<file path="config.mk">
export PLATFORM = sky130hd
export DESIGN_NAME = op2_shifter_flat
export DESIGN_NICKNAME = d
export VERILOG_FILES = /design/src/rtl/op2_shifter_pkg.sv /design/src/rtl/op2_shifter_if.sv /design/src/rtl/op2_shifter_barrel_shift_core.sv /design/src/rtl/op2_shifter.sv /design/src/flat_wrapper.sv
export SDC_FILE = /design/constraint.sdc
export NUM_CORES = 1
export LEC_CHECK = 0
export ABC_AREA = 1
export CAP_MARGIN = 15
export CORE_MARGIN = 1.5
export CORE_UTILIZATION = 38
export DETAILED_ROUTE_END_ITERATION = 6
export MAX_ROUTING_LAYER = met4
export PLACE_DENSITY = 0.63
export RECOVER_POWER = 25
export SYNTH_ARGS = -nofsm -noshare
export SYNTH_HDL_FRONTEND = slang
export SYNTH_HIERARCHICAL = 1
export SYNTH_SLANG_ARGS = --single-unit
</file>
<file path="constraint.sdc">
create_clock -name in_Clk -period 3.8 [get_ports in_Clk]
set_input_delay 1.14 -clock in_Clk [delete_from_list [all_inputs] [get_ports in_Clk]]
set_output_delay 1.14 -clock in_Clk [all_outputs]
set_load 0.1 [all_outputs]
</file>
<file path="src/rtl/op2_shifter_pkg.sv">
// Shared types and helpers for the operand-2 shifter stage.
package op2_shifter_pkg;

   localparam int unsigned WORD_WIDTH = 32;

   typedef enum logic [1:0] {
      SH_LSL = 2'b00,
      SH_LSR = 2'b01,
      SH_ASR = 2'b10,
      SH_ROR = 2'b11
   } sh_type_e;

   typedef enum logic {
      S_IDLE  = 1'b0,
      S_REGSH = 1'b1
   } state_e;

   // Rotated-immediate amount is twice the 4-bit rotate field.
   function automatic logic [7:0] imm_rot_amount(input logic [3:0] rot);
      return {3'b000, rot, 1'b0};
   endfunction

endpackage

</file>
<file path="src/rtl/op2_shifter_if.sv">
// Upstream operand and downstream result handshake bundle for op2_shifter.
interface op2_shifter_if
   import op2_shifter_pkg::*;
#(
   parameter int unsigned WIDTH = WORD_WIDTH
);

   logic             in_Valid;
   logic             out_Ready;
   logic             in_IsImm;
   logic [7:0]       in_Imm8;
   logic [3:0]       in_Rot;
   logic [WIDTH-1:0] in_Rm;
   logic [1:0]       in_ShType;
   logic             in_ShByReg;
   logic [4:0]       in_ShAmt;
   logic [7:0]       in_Rs;
   logic             in_Carry;
   logic             out_Valid;
   logic             in_Ready;
   logic [WIDTH-1:0] out_Op2;
   logic             out_ShCarry;

   modport slave (
      input  in_Valid, in_IsImm, in_Imm8, in_Rot, in_Rm, in_ShType,
             in_ShByReg, in_ShAmt, in_Rs, in_Carry, in_Ready,
      output out_Ready, out_Valid, out_Op2, out_ShCarry
   );

   modport master (
      output in_Valid, in_IsImm, in_Imm8, in_Rot, in_Rm, in_ShType,
             in_ShByReg, in_ShAmt, in_Rs, in_Carry, in_Ready,
      input  out_Ready, out_Valid, out_Op2, out_ShCarry
   );

endinterface

</file>
<file path="src/rtl/op2_shifter_barrel_shift_core.sv">
// Combinational barrel shifter: LSL/LSR/ASR/ROR/RRX with shifter carry-out,
// immediate-amount (#0 aliases) and register-amount (0..255) semantics.
module barrel_shift_core
   import op2_shifter_pkg::*;
#(
   parameter int unsigned WIDTH = WORD_WIDTH
) (
   input  logic [WIDTH-1:0] value,
   input  logic [7:0]       amount,
   input  sh_type_e         sh_type,
   input  logic             by_reg,
   input  logic             carry_in,
   output logic [WIDTH-1:0] result,
   output logic             carry_out
);

   localparam int unsigned SW        = $clog2(WIDTH);
   localparam logic [7:0]  WIDTH_AMT = 8'(WIDTH);

   logic [7:0]       n;
   logic             rrx;
   logic [SW-1:0]    r;
   logic [SW-1:0]    rl;
   logic [WIDTH:0]   lsl_ext;
   logic [WIDTH:0]   rsh_ext;

   always_comb begin
      n         = amount;
      rrx       = 1'b0;
      result    = value;
      carry_out = carry_in;
      lsl_ext   = '0;
      rsh_ext   = '0;

      // Immediate amount #0 is folded into register semantics: LSR/ASR #0 become #32, ROR #0 becomes RRX.
      if (!by_reg) begin
         n = {3'b000, amount[4:0]};
         if (amount[4:0] == 5'd0) begin
            case (sh_type)
               SH_LSR, SH_ASR: n   = WIDTH_AMT;
               SH_ROR:         rrx = 1'b1;
               default:        n   = '0;
            endcase
         end
      end

      r  = n[SW-1:0];
      rl = -r;

      if (rrx) begin
         result    = {carry_in, value[WIDTH-1:1]};
         carry_out = value[0];
      end else if (n != '0) begin
         case (sh_type)
            SH_LSL: begin
               if (n < WIDTH_AMT) begin
                  lsl_ext   = {1'b0, value} << r;
                  result    = lsl_ext[WIDTH-1:0];
                  carry_out = lsl_ext[WIDTH];
               end else begin
                  result    = '0;
                  carry_out = (n == WIDTH_AMT) ? value[0] : 1'b0;
               end
            end
            SH_LSR: begin
               if (n < WIDTH_AMT) begin
                  rsh_ext   = {value, 1'b0} >> r;
                  result    = rsh_ext[WIDTH:1];
                  carry_out = rsh_ext[0];
               end else begin
                  result    = '0;
                  carry_out = (n == WIDTH_AMT) ? value[WIDTH-1] : 1'b0;
               end
            end
            SH_ASR: begin
               if (n < WIDTH_AMT) begin
                  rsh_ext   = $signed({value, 1'b0}) >>> r;
                  result    = rsh_ext[WIDTH:1];
                  carry_out = rsh_ext[0];
               end else begin
                  result    = {WIDTH{value[WIDTH-1]}};
                  carry_out = value[WIDTH-1];
               end
            end
            default: begin
               if (r == '0) begin
                  result    = value;
                  carry_out = value[WIDTH-1];
               end else begin
                  result    = (value >> r) | (value << rl);
                  carry_out = result[WIDTH-1];
               end
            end
         endcase
      end
   end

endmodule

</file>
<file path="src/rtl/op2_shifter.sv">
// Registered operand-2 stage: rotated immediate or shifted Rm plus shifter carry, behind a valid/ready register.
// Build option OP2_REG_SHIFT_EN: register-amount shifts take an extra S_REGSH cycle; otherwise in_ShByReg is ignored.
module op2_shifter
   import op2_shifter_pkg::*;
#(
   parameter int unsigned WIDTH = WORD_WIDTH
) (
   input logic          in_Clk,
   input logic          in_Rst_N,
   op2_shifter_if.slave bus
);

   state_e           state_q, state_d;
   logic             out_valid_q;
   logic [WIDTH-1:0] op2_q;
   logic             carry_q;

   logic [WIDTH-1:0] rm_q;
   logic [7:0]       rs_q;
   sh_type_e         sh_type_q;
   logic             carry_in_q;

   logic             out_free, ready, accept, drain, reg_op, load;
   logic [WIDTH-1:0] core_value, core_result;
   logic [7:0]       core_amount;
   sh_type_e         core_type;
   logic             core_by_reg, core_carry_in, core_carry_out;

`ifdef OP2_REG_SHIFT_EN
   assign reg_op = bus.in_ShByReg && !bus.in_IsImm;
`else
   logic unused_sh_by_reg;
   assign unused_sh_by_reg = bus.in_ShByReg;
   assign reg_op           = 1'b0;
`endif

   assign out_free = !out_valid_q || bus.in_Ready;
   assign ready    = (state_q == S_IDLE) && out_free;
   assign accept   = bus.in_Valid && ready;
   assign drain    = out_valid_q && bus.in_Ready;

   // The immediate form reuses the core as a register-amount ROR by 2*rot, which yields C=in_Carry for rot==0.
   always_comb begin
      state_d       = state_q;
      load          = 1'b0;
      core_value    = bus.in_Rm;
      core_amount   = {3'b000, bus.in_ShAmt};
      core_type     = sh_type_e'(bus.in_ShType);
      core_by_reg   = 1'b0;
      core_carry_in = bus.in_Carry;

      case (state_q)
         S_IDLE: begin
            if (bus.in_IsImm) begin
               core_value  = WIDTH'(bus.in_Imm8);
               core_amount = imm_rot_amount(bus.in_Rot);
               core_type   = SH_ROR;
               core_by_reg = 1'b1;
            end
            if (accept) begin
               if (reg_op) state_d = S_REGSH;
               else        load    = 1'b1;
            end
         end
         S_REGSH: begin
            core_value    = rm_q;
            core_amount   = rs_q;
            core_type     = sh_type_q;
            core_by_reg   = 1'b1;
            core_carry_in = carry_in_q;
            if (out_free) begin
               load    = 1'b1;
               state_d = S_IDLE;
            end
         end
         default: state_d = S_IDLE;
      endcase
   end

   barrel_shift_core #(.WIDTH(WIDTH)) u_core (
      .value     (core_value),
      .amount    (core_amount),
      .sh_type   (core_type),
      .by_reg    (core_by_reg),
      .carry_in  (core_carry_in),
      .result    (core_result),
      .carry_out (core_carry_out)
   );

   always_ff @(posedge in_Clk or negedge in_Rst_N) begin
      if (!in_Rst_N) begin
         state_q     <= S_IDLE;
         out_valid_q <= 1'b0;
         op2_q       <= '0;
         carry_q     <= 1'b0;
      end else begin
         state_q <= state_d;
         if (load) begin
            out_valid_q <= 1'b1;
            op2_q       <= core_result;
            carry_q     <= core_carry_out;
         end else if (drain) begin
            out_valid_q <= 1'b0;
         end
      end
   end

   always_ff @(posedge in_Clk or negedge in_Rst_N) begin
      if (!in_Rst_N) begin
         rm_q       <= '0;
         rs_q       <= '0;
         sh_type_q  <= SH_LSL;
         carry_in_q <= 1'b0;
      end else if (accept && reg_op) begin
         rm_q       <= bus.in_Rm;
         rs_q       <= bus.in_Rs;
         sh_type_q  <= sh_type_e'(bus.in_ShType);
         carry_in_q <= bus.in_Carry;
      end
   end

   assign bus.out_Ready   = ready;
   assign bus.out_Valid   = out_valid_q;
   assign bus.out_Op2     = op2_q;
   assign bus.out_ShCarry = carry_q;

endmodule

</file>
<file path="src/flat_wrapper.sv">
// flat-port wrapper written by rule: the top's interface ports become plain ports
module op2_shifter_flat import op2_shifter_pkg::*;
#(
   parameter int unsigned WIDTH = WORD_WIDTH
)
  (in_Clk, in_Rst_N, bus_in_Valid, bus_in_IsImm, bus_in_Imm8, bus_in_Rot, bus_in_Rm, bus_in_ShType, bus_in_ShByReg, bus_in_ShAmt, bus_in_Rs, bus_in_Carry, bus_in_Ready, bus_out_Ready, bus_out_Valid, bus_out_Op2, bus_out_ShCarry);
  op2_shifter_if #(.WIDTH(WIDTH)) bus_i ();
  input logic in_Clk;
  input logic in_Rst_N;
  input wire logic [$bits(bus_i.in_Valid)-1:0] bus_in_Valid;
  input wire logic [$bits(bus_i.in_IsImm)-1:0] bus_in_IsImm;
  input wire logic [$bits(bus_i.in_Imm8)-1:0] bus_in_Imm8;
  input wire logic [$bits(bus_i.in_Rot)-1:0] bus_in_Rot;
  input wire logic [$bits(bus_i.in_Rm)-1:0] bus_in_Rm;
  input wire logic [$bits(bus_i.in_ShType)-1:0] bus_in_ShType;
  input wire logic [$bits(bus_i.in_ShByReg)-1:0] bus_in_ShByReg;
  input wire logic [$bits(bus_i.in_ShAmt)-1:0] bus_in_ShAmt;
  input wire logic [$bits(bus_i.in_Rs)-1:0] bus_in_Rs;
  input wire logic [$bits(bus_i.in_Carry)-1:0] bus_in_Carry;
  input wire logic [$bits(bus_i.in_Ready)-1:0] bus_in_Ready;
  output wire logic [$bits(bus_i.out_Ready)-1:0] bus_out_Ready;
  output wire logic [$bits(bus_i.out_Valid)-1:0] bus_out_Valid;
  output wire logic [$bits(bus_i.out_Op2)-1:0] bus_out_Op2;
  output wire logic [$bits(bus_i.out_ShCarry)-1:0] bus_out_ShCarry;
  assign bus_i.in_Valid = bus_in_Valid;
  assign bus_i.in_IsImm = bus_in_IsImm;
  assign bus_i.in_Imm8 = bus_in_Imm8;
  assign bus_i.in_Rot = bus_in_Rot;
  assign bus_i.in_Rm = bus_in_Rm;
  assign bus_i.in_ShType = bus_in_ShType;
  assign bus_i.in_ShByReg = bus_in_ShByReg;
  assign bus_i.in_ShAmt = bus_in_ShAmt;
  assign bus_i.in_Rs = bus_in_Rs;
  assign bus_i.in_Carry = bus_in_Carry;
  assign bus_i.in_Ready = bus_in_Ready;
  assign bus_out_Ready = bus_i.out_Ready;
  assign bus_out_Valid = bus_i.out_Valid;
  assign bus_out_Op2 = bus_i.out_Op2;
  assign bus_out_ShCarry = bus_i.out_ShCarry;
  op2_shifter #(.WIDTH(WIDTH)) u_core (.in_Clk(in_Clk), .in_Rst_N(in_Rst_N), .bus(bus_i));
endmodule
</file>
==> flow_summary.yaml <==
status:
  outcome: "complete, but fails checks"
  violations: "max-capacitance violations, max-slew violations"
yosys:
  ys_seq_area_frac: 0.0970
  yosys_warnings: 6
  yosys-top-cells-area: "nand2_1 35%, nand3_1 23%, dfrtp_1 9.7%, nor2_1 5.9%, a21oi_1 5.8%"
  syn_area_per_cell_um2: 4.77
  synth_flop_cell: "dfrtp_1"
  synth_seq_cells: 35
  synth_cell_types: 34
  synthArstFlopShare: 1.00
  synth_top_cell_by_area: "nand2_1"
  synth-edff-count: 0
  yosysTopAreaCellShare: 0.346
  netlist_instances: 1894
  syn_area_um2: 9030
global_routing:
  grt_max_degree: 54
  antenna_found_initial: 0
  groute.layer.met1.usage: 0.583
  grtUsageMet2: 0.635
  grt-ovfl-total: 0
  use_met3: 0.0760
  grt_pass1_wl_um: 79600
  top_usage_layer: "met2"
  grt_pass1_vias: 13400
  track_usage: 0.447
die:
  initial_core_util: 0.386
  dieArea_um2: 24700
  die_h_um: 157
  die-width_um: 157
  coreArea_um2: 23400
  boundaryPins: 101
  rows: 56
detailed_routing:
  vias: 14900
  avgViaCountPerCell: 5.84
  wl_um: 54100
  post_drt_wl_per_cell_um: 21.2
  dr.pass1.iters: 6
  drtIter0Drc: 2175
  ant_nets: 0
  drc: 0
worst_setup_path:
  reg2reg_setup_slack_ns: 0.77
  critical_path_buf_inv_count: 4
  path_delay_family: "simple AND/OR/NAND/NOR gates"
  r2r-end: "u_core/bus.out_Op2[25]"
  worstPathMaxFanout: 12
  critPathCaptureType: "flip-flop"
  worst_path_max_delay_cell: "clkdlybuf4s50_1"
  r2r_start: "u_core/state_q"
  critical_path.max_stage_delay_ns: 0.46
  r2r_cells: 20
  crit_chain: "clkdlybuf4s50_1 -> o21ai_2 -> nor2_4 -> buf_12 -> buf_4 -> nand2_1 -> nand2_4 -> bufbuf_16 -> nand2_1 -> nand2_1 -> nand2_1 -> nand3_1 -> nand3_1 -> nand3_1 -> a21oi_1 -> nand2_1 -> nand2_1 -> nand2_1 -> nand3_1 -> nand2_1"
  critPathRequiredTime_ns: 3.97
  critPathKind: "in2reg"
  cp-start-kind: "input port"
  cp_common_cell: "nand2_1"
  worstPathArrival_ns: 3.88
clock_tree:
  cts_made_buffers: 5
  hold_buffers: 0
  insertion_delay_ns: 0.28
  clkTransAtPathRegs_ns: 0.06
  htreeDepth: 2
  cts.path.max_buffers: 2
  root_buffer: "clkbuf_16"
  cts_tree: "yes"
  cts.sinks: 35
pwr:
  total_switching_power_mw: 2.31
  cell_internal_pwr_mw: 1.74
  p_seq_frac: 0.123
  power_frac_comb: 0.759
  clkPwrFrac: 0.118
  power.leakage_nw: 7.28
  switching_share: 0.570
  power.density_nw_per_um2: 303
  power_mw: 4.05
  peakVddDrop_uv: 305
sta:
  max-slew-margin-rel: -0.312
  timing.final.crit_period_ns: 3.72
  finalCritPeriodShare: 0.978
  worst_slew_pin_slew_ns: 1.97
  fin_hold_ws_ns: 0.472
  skew_ns: 0.00395
  max_freq_ghz: 0.269
  finalSetupViolations: 0
  hold_viol_final: 0
  drv_slew: 36
hold_path:
  min_from: "u_core/bus.out_Op2[19]"
  whs_path_depth: 2
  hold_end: "u_core/bus.out_Op2[19]"
  hold_class: "reg2reg"
flow_run:
  maxCapViolCount: 1
layout:
  syn_to_final_growth_pct: 48.2
  drive_gt1_frac: 0.239
  n_fill_cell: 2550
  diodes: 0
  nets: 2301
place:
  place.gp.congestion: 1.14
  io_buffers: 91
  dp_hpwl_um: 43000
-- cells by family (layout without fill, tap and decap cells) --
kind of cell             Yosys count  in the layout  share of synthesized area
other                              1              3                   0.000415
multiplexers                       2              2                    0.00222
flip-flops                        35             35                     0.0970
AO/OA/AOI/OAI                    184            184                      0.105
AND/OR/NAND/NOR                 1448           1448                      0.678
adder cells (fa/ha/maj)            6              6                    0.00831
buffers and inverters            218            552                      0.109
-- per-layer routing --
layer,up-vias,share of wire
met5,-,0
met4,0,0.078
met3,207,0.11
met1,6838,0.39
met2,963,0.42
li1,6866,-
-- placed cells by master (no fill, tap or decap), types with 13 or more instances in the layout --
cell type,instances
nand4_1,27
nand3_2,35
o21ai_0,41
nand2_2,32
buf_4,361
a21oi_1,96
nand2_1,806
inv_1,73
dfrtp_1,35
nand3_1,383
o21ai_1,23
buf_12,27
nor2_1,125
nor2_4,13
clkdlybuf4s50_1,54
-- synthesized netlist by cell type, types with 2 or more instances --
master and count:
buf_6 3, o21ai_0 59, dfrtp_1 35, ha_1 6, o21ai_1 9, o211ai_1 9
nand2_1 832, nor2_4 2, nand3_1 418, inv_2 8, buf_1 15, inv_1 78
or2_2 4, nand2_2 7, a21oi_1 104, o21a_1 2, mux2i_1 2, nor2_2 4
clkbuf_1 37, and2_1 3, nor2_1 141, buf_2 57, nand4_1 27, buf_4 18
nand3b_1 5
-- through the flow --
step	setup TNS [ns]	setup WS, ns	area (um2)	utilization	std cells
after global placement	-11.13	-0.447	12600	0.540	2531
after floorplan	0	0.0193	9040	-	1896
after global routing	-0.0204	-0.0178	13400	0.572	2549
after detailed placement	-12.99	-0.485	12600	0.540	2531
final	0	0.0835	13400	0.572	2549
after CTS	-0.00321	-0.00321	13100	0.562	2547
-- worst max-delay path by stage --
stage / cells after the start / startpoint / to
after floorplan: 2 / bus_in_Ready / bus_out_Ready
after CTS: 19 / bus_in_IsImm / u_core/bus.out_Op2[23]
after detailed placement: 21 / bus_in_IsImm / u_core/bus.out_ShCarry
after global routing: 20 / bus_in_ShAmt[1] / u_core/bus.out_Op2[29]
after global placement: 21 / bus_in_IsImm / u_core/bus.out_ShCarry
final: 20 / bus_in_ShAmt[1] / u_core/bus.out_Op2[25]
-- flip-flops by register name, summed over array words and instances, names as in the netlist --
| signal | count |
|---|---|
| u_core/bus.out_ShCarry | 1 |
| u_core/bus.out_Op2 | 32 |
| u_core/bus.out_Valid | 1 |
| u_core/state_q | 1 |
-- power by group through the flow --
stage,clock [mW],sequential [mW],combinational [mW]
2_1_floorplan,0,1.07,1.16
3_3_place_gp,0,0.499,2.86
3_5_place_dp,0,0.502,2.88
4_1_cts,0.483,0.498,2.96
5_1_grt,0.500,0.508,3.24
6_report,0.479,0.499,3.08
-- cell type report --
| cell class | count | area [um2] | share of cell area |
|---|---|---|---|
| Sequential cell | 35 | 876 | 0.0654 |
| Clock buffer | 5 | 125 | 0.00934 |
| Multi-Input combinational cell | 1643 | 7590 | 0.567 |
| Timing Repair Buffer | 456 | 3990 | 0.298 |
| Inverter | 88 | 360 | 0.0269 |
| Clock inverter | 3 | 43.8 | 0.00327 |
| Tap cell | 319 | 399 | 0.0298 |
-- worst min-delay path, stage by stage (launching register included) --
cell,delay [ns]
dfrtp_1,0.34
nand2_1,0.05
nand2_1,0.05
-- what timing repair did --
action                                  in CTS  in global routing
resized for setup                           66                 69
endpoints found under the hold margin        0                  0
pin swaps                                    9                 13
setup buffers                                6                  2
endpoints found under the setup margin      33                 33
gates cloned                                 2                  0
(Power assumes the default switching activity.)
==> RTL edit: new RTL, same settings <==
Build with the macro `OP2_REG_SHIFT_EN` defined.
--- a/src/rtl/op2_shifter.sv
+++ b/src/rtl/op2_shifter.sv
@@ -1,4 +1,6 @@
 // Registered operand-2 stage: rotated immediate or shifted Rm plus shifter carry, behind a valid/ready register.
 // Build option OP2_REG_SHIFT_EN: register-amount shifts take an extra S_REGSH cycle; otherwise in_ShByReg is ignored.
+`define OP2_REG_SHIFT_EN
+
 module op2_shifter
    import op2_shifter_pkg::*;
Check against the original RTL: not equivalent (a bounded check fails within 4 cycles, from zero or initial values and one cycle with in_Rst_N low).
==> RTL edit against the unedited design <==
The flow still finishes with violations (capacitance limit, slew limit); area after synthesis up 21%; register-to-register slack worse by 0.27 ns; wire length up 15%; setup slack worse by 0.022 ns; fmax down 0.59%; design area up 13%; power up 100%; sequential cell count up 43.
==> RTL edit: results (changes against the unedited design) <==
Critical path
  • R2R setup slack: 0.50 ns (-0.27 ns)
  • Crit Path Max Fanout: 8 (-4)
  • RR Endpoint: u_core/bus.out_Op2[10]$_DFFE_PN0P_
  • Reg2Reg Depth: 18 (-10%)

Logic synthesis
  • Cells after Synth: 2,096 (+11%)
  • Main area contributors after synthesis: nand2_1 31%, nand3_1 19%, dfrtp_1 18%, a21oi_1 5.9%, inv_1 4.2%
  • Top cell types by occurrence after synthesis: 889 x nand2_1, 418 x nand3_1, 128 x a21oi_1, 122 x inv_1, 103 x nor2_1
  • Sequential element share of the synthesized area: 0.179 (+0.0820)
  • Synth cell types: 37 (+8.8%)

Timing
  • Slew @ Worst Pin: 2.01 ns (+0.0406 ns)
  • Fin Clk Skew: 0.0107 ns (+0.00674 ns)
  • Max Slew Vio Count: 79 (+120%)

Run status
  • Failing checks: capacitance limit, slew limit
  • Status: finished with violations

Global routing
  • Largest net degree at the start of global routing: 88 (+63%)
  • Vias in the first global route: 14,900 (+12%)
  • Global-route wire length before repair: 90,600 um (+14%)
  • Gr usage total: 0.433 (-0.0135)

Clock tree
  • Htree depth: 3 (+1)
  • Worst-Skew Late Latency: 0.36 ns (+0.08 ns)

Placed design
  • Detail Placement HPWL: 50,200 um (+17%)
  • Placed instance area: 14,600 um^2 (+15%)
  • Gpl congestion: 1.16 (+1.8%)
  • Dpl cells: 2,785 (+10%)
  • Port buffer count: 100 (+9.9%)

Routing
  • Pre-Repair DR Iteration Count: 7 (+1)
  • Drt initial violations: 2,127 (-2.2%)
  • DR vias: 16,300 (+9.6%)
  • WL final: 62,300 um (+15%)

Cells and area
  • Share of cells above drive strength 1: 0.199 (-0.0395)
  • Fin nets: 2,493 (+8.3%)
  • # fillers: 3,003 (+18%)

Power
  • Maximum vdd drop: 0.000372 V (+22%)

Run
  • Max Cap Viol: 1 (unchanged)

Worst hold path
  • Worst Hold Path EP: u_core/rm_q[0]$_DFFE_PN0P_
  • HP Start: u_core/rm_q[0]$_DFFE_PN0P_
-- RTL edit: changes by cell type after synthesis, sizes merged, moves of 3 or more --
cell / change
buf: +3
nand2: +56
o21ai: +58
clkbuf: +7
nor2: -38
inv: +46
a21oi: +25
dfrtp: +43
-- RTL edit: worst max-delay path by stage --
| stage | start | cells past startpoint | end |
|---|---|---|---|
| floorplan | bus_in_IsImm | 20 | u_core/bus.out_Op2[0]$_DFFE_PN0P_ |
| global placement | bus_in_IsImm | 24 | u_core/bus.out_Op2[21]$_DFFE_PN0P_ |
| detailed placement | bus_in_IsImm | 24 | u_core/bus.out_Op2[21]$_DFFE_PN0P_ |
| CTS | bus_in_IsImm | 22 | u_core/bus.out_Op2[24]$_DFFE_PN0P_ |
| global route | bus_in_ShType[0] | 21 | u_core/bus.out_Op2[0]$_DFFE_PN0P_ |
| finish | bus_in_ShAmt[1] | 18 | u_core/bus.out_Op2[10]$_DFFE_PN0P_ |
-- RTL edit: through the flow --
step | TNS (ns) | util
after floorplan | 0 | -
after global placement | -14.01 | 0.521
after detailed placement | -14.29 | 0.521
after CTS | -0.0539 | 0.538
after global routing | -0.0687 | 0.540
final | 0 | 0.540
-- RTL edit: layer usage --
layer  part of all wire  vias up  GRT usage
met4              0.083        0      0.312
met3               0.10      220     0.0799
met5                  0        -          -
met2               0.44     1083      0.652
li1                   -     7480          -
met1               0.38     7518      0.519
-- RTL edit: cell families (layout without fill, tap and decap cells) --
kind of cell | after synthesis | in the layout | synth area share
buf+inv | 274 | 604 | 0.113
compound gates | 268 | 268 | 0.128
mux | 2 | 2 | 0.00184
flops | 78 | 78 | 0.179
fa+ha+maj | 6 | 6 | 0.00688
simple gates | 1468 | 1468 | 0.571
-- RTL edit: critical path, stage by stage --
cell and delay (ns):
clkdlybuf4s50_1 0.46, nand2_1 0.09, a21oi_4 0.28, buf_12 0.17
buf_4 0.12, nand3_1 0.13, nand3_1 0.12, nand2_1 0.09
o21ai_1 0.31, nand2_1 0.22, nand3_1 0.14, nand3_1 0.24
nand2_1 0.16, nand2_1 0.08, nand2_1 0.06, nand2_1 0.05
nand2_1 0.06, nand2_1 0.06
-- RTL edit: layout make-up --
class	count	area share
multi-input cells	1744	0.523
repair buffers	454	0.261
flip-flops and latches	78	0.129
inverters	134	0.0341
well taps	378	0.0312
clock buffers	9	0.0149
clock inverters	7	0.00694
-- RTL edit: timing repair --
item	in CTS	in global routing
pin swaps	3	1
setup buffers	2	0
gates cloned	1	0
resized for setup	29	23
setup endpoints to repair	28	33
-- RTL edit: power breakdown --
group | internal (mW) | total [mW] | leakage [nW] | switching, mW
Clock | 0.586 | 1.00 | 0.159 | 0.416
Combinational | 1.84 | 5.99 | 7.07 | 4.15
Sequential | 1.10 | 1.27 | 0.986 | 0.168
Total | 3.53 | 8.26 | 8.22 | 4.73
